==> config.mk <==
export PLATFORM = sky130hd
export DESIGN_NAME = adder_exerciser
export DESIGN_NICKNAME = d
export VERILOG_FILES = /design/src/rtl/adder_exerciser_pkg.sv /design/src/rtl/exerciser_lfsr.sv /design/src/rtl/adder_exerciser.sv
export SDC_FILE = /design/constraint.sdc
export NUM_CORES = 1
export LEC_CHECK = 0
export CORE_MARGIN = 4
export CORE_UTILIZATION = 45
export CTS_CLUSTER_SIZE = 24
export DETAILED_ROUTE_END_ITERATION = 16
export GPL_TIMING_DRIVEN = 0
export PLACE_DENSITY = 0.78
export SKIP_CTS_REPAIR_TIMING = 1
export SLEW_MARGIN = 20
export SYNTH_ARGS = -nofsm -noshare
export SYNTH_HDL_FRONTEND = slang
export SYNTH_SLANG_ARGS = --single-unit
==> constraint.sdc <==
create_clock -name clk -period 6.4 [get_ports clk]
set_clock_uncertainty 0.05 [all_clocks]
set_input_delay 0.96 -clock clk [delete_from_list [all_inputs] [get_ports clk]]
set_output_delay 0.96 -clock clk [all_outputs]
set_load 0.02 [all_outputs]
==> src/rtl/adder_exerciser_pkg.sv <==
// Shared types and constants for the adder exerciser: FSM states, LFSR taps per width, seed default.
package adder_exerciser_pkg;

  typedef enum logic [1:0] {IDLE, SETTLE, CAPTURE, DONE} state_e;

  // A zero seed would lock the LFSR, so it is replaced by this value.
  localparam int unsigned SEED_DEFAULT = 1;

  // Maximal-length Fibonacci tap masks indexed by LFSR length (bit n-1 = tap n).
  function automatic logic [63:0] lfsr_taps(input int unsigned lw);
    case (lw)
      8:       return 64'h0000_0000_0000_00B8;  // 8,6,5,4
      16:      return 64'h0000_0000_0000_B400;  // 16,14,13,11
      24:      return 64'h0000_0000_00E1_0000;  // 24,23,22,17
      32:      return 64'h0000_0000_8020_0003;  // 32,22,2,1
      default: return 64'h0000_0000_0000_B400;
    endcase
  endfunction

endpackage

==> src/rtl/exerciser_lfsr.sv <==
// Fibonacci LFSR with seed load (zero seed substituted) and step enable; exposes the next state.
module exerciser_lfsr
  import adder_exerciser_pkg::*;
#(
  parameter int LW = 16
) (
  input  logic          clk,
  input  logic          reset,
  input  logic          load,
  input  logic [LW-1:0] seed,
  input  logic          step,
  output logic [LW-1:0] nxt
);

  localparam logic [LW-1:0] TAPS = LW'(lfsr_taps(LW));

  logic [LW-1:0] q;

  always_comb begin
    nxt = q;
    if (load)
      nxt = (seed == '0) ? LW'(SEED_DEFAULT) : seed;
    else if (step)
      nxt = {q[LW-2:0], ^(q & TAPS)};
  end

  always_ff @(posedge clk or posedge reset) begin
    if (reset) q <= '0;
    else       q <= nxt;
  end

endmodule

==> src/rtl/adder_exerciser.sv <==
// Drives registered operands into an adder under test, waits a settle time, captures and checks the sum.
module adder_exerciser
  import adder_exerciser_pkg::*;
#(
  parameter int WIDTH    = 8,
  parameter int SETTLE_W = 4,
  parameter int CNT_W    = 16
) (
  input  logic                clk,
  input  logic                reset,
  input  logic                start,
  input  logic                mode,
  input  logic [WIDTH-1:0]    a_load,
  input  logic [WIDTH-1:0]    b_load,
  input  logic [SETTLE_W-1:0] settle_cycles,
  input  logic [CNT_W-1:0]    num_vectors,
  output logic [WIDTH-1:0]    a_out,
  output logic [WIDTH-1:0]    b_out,
  input  logic [WIDTH-1:0]    sum_in,
  output logic                busy,
  output logic                done,
  output logic [WIDTH-1:0]    result_sum,
  output logic                mismatch,
  output logic [CNT_W-1:0]    vec_count,
  output logic [CNT_W-1:0]    err_count
);

  localparam int LW = 2 * WIDTH;

  state_e              state, state_nxt;
  logic [SETTLE_W-1:0] settle_cnt, settle_r;
  logic                mode_r;
  logic [CNT_W-1:0]    nvec_r;
  logic [CNT_W-1:0]    vec_inc;
  logic [WIDTH-1:0]    ref_sum;
  logic                cap_bad, last_vec;
  logic                lfsr_load, lfsr_step;
  logic [LW-1:0]       lfsr_nxt;

  // Carry is dropped: the adders under test have no carry out.
  assign ref_sum   = a_out + b_out;
  assign cap_bad   = (sum_in != ref_sum);
  assign vec_inc   = vec_count + CNT_W'(1);
  assign last_vec  = !mode_r || (vec_inc == nvec_r);
  assign lfsr_load = (state == IDLE) && start && mode;
  assign lfsr_step = (state == CAPTURE) && !last_vec;

  assign busy = (state == SETTLE) || (state == CAPTURE);
  assign done = (state == DONE);

  exerciser_lfsr #(.LW(LW)) u_lfsr (
    .clk   (clk),
    .reset (reset),
    .load  (lfsr_load),
    .seed  ({a_load, b_load}),
    .step  (lfsr_step),
    .nxt   (lfsr_nxt)
  );

  always_comb begin
    state_nxt = state;
    case (state)
      IDLE:    if (start) state_nxt = SETTLE;
      SETTLE:  if (settle_cnt == '0) state_nxt = CAPTURE;
      CAPTURE: state_nxt = last_vec ? DONE : SETTLE;
      DONE:    state_nxt = IDLE;
      default: state_nxt = IDLE;
    endcase
  end

  always_ff @(posedge clk or posedge reset) begin
    if (reset) state <= IDLE;
    else       state <= state_nxt;
  end

  always_ff @(posedge clk or posedge reset) begin
    if (reset) begin
      a_out      <= '0;
      b_out      <= '0;
      result_sum <= '0;
      mismatch   <= 1'b0;
      vec_count  <= '0;
      err_count  <= '0;
      settle_cnt <= '0;
      settle_r   <= '0;
      mode_r     <= 1'b0;
      nvec_r     <= '0;
    end else begin
      case (state)
        IDLE: if (start) begin
          mode_r     <= mode;
          nvec_r     <= (num_vectors == '0) ? CNT_W'(1) : num_vectors;
          settle_r   <= settle_cycles;
          settle_cnt <= settle_cycles;
          vec_count  <= '0;
          err_count  <= '0;
          mismatch   <= 1'b0;
          if (mode) {a_out, b_out} <= lfsr_nxt;
          else      {a_out, b_out} <= {a_load, b_load};
        end
        SETTLE: if (settle_cnt != '0) settle_cnt <= settle_cnt - SETTLE_W'(1);
        CAPTURE: begin
          result_sum <= sum_in;
          vec_count  <= vec_inc;
          if (cap_bad) begin
            mismatch <= 1'b1;
            if (err_count != '1) err_count <= err_count + CNT_W'(1);
          end
          if (!last_vec) begin
            {a_out, b_out} <= lfsr_nxt;
            settle_cnt     <= settle_r;
          end
        end
        default: ;
      endcase
    end
  end

endmodule

## After elaboration in Yosys (flattened, before gate mapping)

Cells that the tools add are included.

| storage, ports and cells | value |
|---|---|
| input port bits | 48 |
| register bits after elaboration | 100 |
| logic and storage cells | 78 |
| output and inout port bits | 59 |

| operators by class | value |
|---|---|
| equality and inequality tests | 12 |
| reductions and logical operators | 22 |
| multiplexer cells | 28 |
| $add $sub $neg | 4 |

Operators by type and width:

| operator | count |
|---|---|
| $mux 16 | 7 |
| $pmux 16 s2 | 2 |
| $mux 8 | 6 |
| $add 16x1->16 const B | 2 |
| $logic_not 16->1 | 2 |
| $pmux 8 s2 | 2 |
| $eq 16x16->1 | 1 |
| $ne 16x16->1 const B | 1 |
| $reduce_xor 16->1 | 1 |
| $mux 4 | 3 |
| $pmux 4 s3 | 1 |
| $add 8x8->8 | 1 |
| $ne 8x8->1 | 1 |
| $pmux 2 s4 | 1 |
| $reduce_and 4->1 | 2 |
| $mux 2 | 3 |
| $ne 2x1->1 const B | 3 |
| $ne 2x2->1 const B | 3 |
| $reduce_and 2->1 | 3 |
| $reduce_and 3->1 | 2 |
| $eq 2x2->1 const B | 2 |
| $logic_not 4->1 | 1 |
| $reduce_bool 4->1 | 1 |
| $sub 4x1->4 const B | 1 |
| other kinds (9) | 14 |

## Longest topological paths before layout

| depth | value |
|---|---|
| depth after elaboration | 10 |
| depth in mapped cells | 11 |

## Cells and area by module

A second synthesis with hierarchy kept.

| unflattened totals | value |
|---|---|
| cells, all modules | 554 |
| area total of the unflattened synthesis | 5733.0 um2 |

By module, submodules not included:

| module | sequential area each (um2) | area an instance (um2) | times used | cells an instance |
|---|---|---|---|---|
| adder_exerciser | 2102.0 | 4931.0 | 1 | 476 |
| exerciser_lfsr | 400.4 | 802.0 | 1 | 78 |

## Worst setup path before layout

Ideal clock, no wire load.

| path | value |
|---|---|
| path type | register to register |
| start | reg a_out[0] |
| end | reg err_count[0] |
| stages on the path, launching flop included | 11 |
| setup time | 0.125 ns |
| slack | 3.305 ns |
| data arrival time | 2.920 ns |
| path buffers | 1 |
| clock period less this slack | 3.095 ns |
| cells stage by stage | dfrtp_1 ha_1 fa_1 a21o_1 a21o_1 xnor2_1 or4_1 nor3_2 clkbuf_1 nor3_1 mux2_2 |

| on the way | value |
|---|---|
| longest elaborated chain between the ends | 4 |

RTL lines:

| what | line | text |
|---|---|---|
| start, declared | adder_exerciser.sv:17 | `output logic [WIDTH-1:0] a_out,` |
| start signal, assigned | adder_exerciser.sv:98 | `if (mode) {a_out, b_out} <= lfsr_nxt;` |
| start signal, assigned | adder_exerciser.sv:99 | `else {a_out, b_out} <= {a_load, b_load};` |
| start signal, assigned | adder_exerciser.sv:110 | `{a_out, b_out} <= lfsr_nxt;` |
| $add 8x8->8 | adder_exerciser.sv:41 | `assign ref_sum = a_out + b_out;` |
| $ne 8x8->1 | adder_exerciser.sv:42 | `assign cap_bad = (sum_in != ref_sum);` |
| $ne 2x2->1 (no source line) | -- |  |
| $reduce_and 4->1 (no source line) | -- |  |
| end signal, assigned | adder_exerciser.sv:107 | `if (err_count != '1) err_count <= err_count + CNT_W'(1);` |
| end, declared | adder_exerciser.sv:25 | `output logic [CNT_W-1:0] err_count` |

Every way passes these cells.
A chain may end at the register's enable or synchronous reset.

## Worst setup path in the final report

Same ends and word-level chain as after synthesis.

==> summary.md <==
| Metric | Value |
|---|---|
| Status | finished clean |
| Share of cells above drive strength 1 | 13.2% |
| H-tree levels | 3 |
| I/O pin count | 107 |
| Clock sink count | 100 |
| Via count | 5447 |
| Max_cap viols | 0 |
| Top Metal Used | met4 |
| Root Driver | clkbuf_16 |
| FF+latch area | 2500 µm² |
| WL final | 16900 µm |
| Most frequent cells in the layout | clkdlybuf4s50_1 (105), dfrtp_1 (100), nor2_1 (64) |
| WP data arrival | 3680 ps |
| Vias in the first global route | 5294 |
| Placer Congestion | 0.910 |
| Top-area cell type share of the netlist area | 41.3% |
| Yosys reg bits | 100 |
| DRT antenna net count | 0 |
| Antenna violations before repair | 0 |
| Worst hold path class | flop to flop |
| DP Wirelength | 12800 µm |
| Synth warn | 0 |
| Util after Layout | 57.8% |
| Final setup fails | 0 |
| Via-to-Cell Ratio | 5.92 |
| Final period util | 54.6% |
| Largest net degree at the start of global routing | 73 |
| Comb pwr share | 55.4% |
| Num CTS Buffers | 9 |
| First-pass GRT wire length | 27200 µm |
| Total gr overflow | 0 |
| Switching part of the total power | 42.9% |
| Setup TNS after final layout | 0 ps |
| Initial core utilization | 45.8% |
| DRC | 0 |
| Pint | 0.00207 W |
| Post-Syn Nets | 687 |
| Setup crit end kind | flop |
| Row count | 42 |
| Mean Syn Cell Area | 9.75 µm² |
| Post-synth top area cell | dfrtp_1 |
| Clock network fraction of design power | 14.5% |
| Max_slew headroom | 51.7% |
| Worst-Margin Slew | 721 ps |
| Cells after synthesis | 622 |
| Worst-path maximum fanout | 10 |
| Lkg Pwr | 3.04 nW |
| Max Freq | 286 MHz |
| Commonest non-fill, non-tap cell in the layout | clkdlybuf4s50_1 |
| Cell area after synthesis | 6070 µm² |
| Gr usage total | 22.6% |
| CP Class | flop to flop |
| Metal2 WL | 8140 µm |
| Library cells used by synthesis | 66 |
| Met3 Wirelength | 1000 µm |
| Fin nets | 804 |
| Sequential share of power | 30.0% |
| Clock tree buffer depth | 2 |
| Fill count | 1127 |
| Core Area | 13200 µm² |
| Simple-gate share of the synthesized area | 19.9% |
| Startpoint types | flop |
| Main combinational cell family by area after synthesis | simple AND/OR/NAND/NOR gates |
| Multi-input logic area | 3340 µm² |
| Height of the chip | 124 µm |
| Port Buf Inserts | 105 |
| CTS tree | done |
| Peak supply drop | 0.279 mV |
| Primary FF master, synth | dfrtp_1 |
| Synth top area cells | dfrtp_1 (41%), mux2_2 (6.7%), o21ai_0 (4.6%) |
| Slew Limit Fails | 0 |
| Unrepaired setup endpoints after global routing | false |
| Fin crit period | 3490 ps |
| Fin. Hold Viols | 0 |
| Chip width | 124 µm |
| Skew-Pair Late Insertion Delay | 360 ps |
| Number of synthesized flops with an enable pin | 0 |
| PD cells | 474 nW/µm² |
| DR iter-0 viols | 554 |
| Die area | 15400 µm² |
| Syn-to-layout area delta | 26.1% |
| Compound-Gate Fraction of Synth Area | 16.1% |
| Critical path required time | 6590 ps |
| WL/cell | 18.4 µm |
| Post-synth ARST share | 100% |
| Adder-Cell Fraction of Synth Area | 3.63% |
| M1 WL | 7260 µm |
| Register area share after synthesis | 41.3% |
| Net Sw Power | 0.00156 W |
| Clock slew seen by the registers of the worst setup and hold paths | 70 ps |
| Xor/xnor share of the synthesized area | 5.63% |
| Drt pass-1 iters | 5 |
| Mux share of post-synthesis cell area | 9.90% |
| Antenna Cells | 0 |
[synth_stat cells (all sizes together), types with 2 or more instances]
| library cell | instances |
|---|---|
| a21o | 5 |
| a21oi | 36 |
| a22o | 3 |
| a22oi | 3 |
| a311oi | 4 |
| a31oi | 4 |
| a41oi | 3 |
| and3 | 9 |
| and4 | 4 |
| buf | 15 |
| clkbuf | 22 |
| dfrtp | 100 |
| ha | 16 |
| inv | 10 |
| mux2 | 45 |
| mux2i | 6 |
| nand2 | 41 |
| nand2b | 6 |
| nand3 | 20 |
| nand4 | 9 |
| nand4b | 2 |
| nor2 | 64 |
| nor2b | 2 |
| nor3 | 12 |
| nor4 | 12 |
| nor4b | 15 |
| o21ai | 57 |
| o311ai | 2 |
| o31a | 2 |
| o31ai | 23 |
| or2 | 4 |
| or3 | 8 |
| or4 | 5 |
| xnor2 | 24 |
| xor2 | 15 |
[final timing paths]
path                                             end  slack [ps]                 start  cells past startpoint
min reg2reg                       mode_r$_DFFE_PP0P_         450    mode_r$_DFFE_PP0P_                      2
max                         err_count[0]$_DFFE_PP0P_        2910  a_out[0]$_DFFE_PP0P_                     10
max reg2reg                 err_count[0]$_DFFE_PP0P_        2910  a_out[0]$_DFFE_PP0P_                     10
max in group asynchronous  vec_count[13]$_DFFE_PP0P_        4780                 reset                      3
min in group asynchronous  result_sum[3]$_DFFE_PP0P_         880                 reset                      2
min                               mode_r$_DFFE_PP0P_         450    mode_r$_DFFE_PP0P_                      2
[layout make-up]
type	count	area share, %
flip-flops and latches	100	32.7
well taps	176	2.88
clock inverters	5	0.491
inverters	10	0.556
plain buffers	37	2.39
repair buffers	106	14.1
clock buffers	11	3.17
multi-input cells	475	43.7
[flip-flops by register name, summed over array words and instances, names as in the netlist]
name / count
settle_r: 4
mode_r: 1
a_out: 8
u_lfsr.q: 16
b_out: 8
vec_count: 16
state: 2
nvec_r: 16
mismatch: 1
settle_cnt: 4
result_sum: 8
err_count: 16
[power groups by stage]
stage	Sequential [W]	Clock [W]	Combinational (W)
5_1_grt	0.00112	0.000563	0.00218
6_report	0.00109	0.000527	0.00201
4_1_cts	0.00109	0.000532	0.00201
2_1_floorplan	0.00115	0	0.00130
3_5_place_dp	0.00110	0	0.00200
3_3_place_gp	0.00108	0	0.00193
[worst max-delay path, stage by stage (launching register included)]
cell and delay [ps]:
dfrtp_1 430, ha_1 250, fa_1 410, xor2_1 200, xnor2_1 140, nand4_1 110, or4_1 540, nor3_2 410
clkbuf_1 430, nor3_1 130, mux2_2 280
[per-layer routing]
layer	up-vias	GRT usage, %
li1	2529	-
met1	2665	30.7
met2	210	35.2
met3	43	3.81
met4	0	10.8
met5	-	0
[kinds of logic (layout without fill, tap and decap cells)]
kind of cell,after synthesis,count (layout)
compound gates,151,151
xor+xnor,39,39
fa+ha+maj,17,17
buf+inv,47,169
flops,100,100
mux,51,51
simple gates,217,217
[metrics by stage]
step | setup WS, ps | cells | cell area [µm²] | total power (W) | hold WS, ps
final | 2910 | 920 | 7650 | 0.00363 | 454
after global routing | 2730 | 920 | 7650 | 0.00386 | 491
after CTS | 2910 | 920 | 7650 | 0.00363 | 463
after detailed placement | 2730 | 904 | 7370 | 0.00309 | 428
after global placement | 1260 | 903 | 7340 | 0.00301 | 413
after floorplan | 2770 | 622 | 6070 | 0.00245 | 397
(Power assumes the default switching activity.)
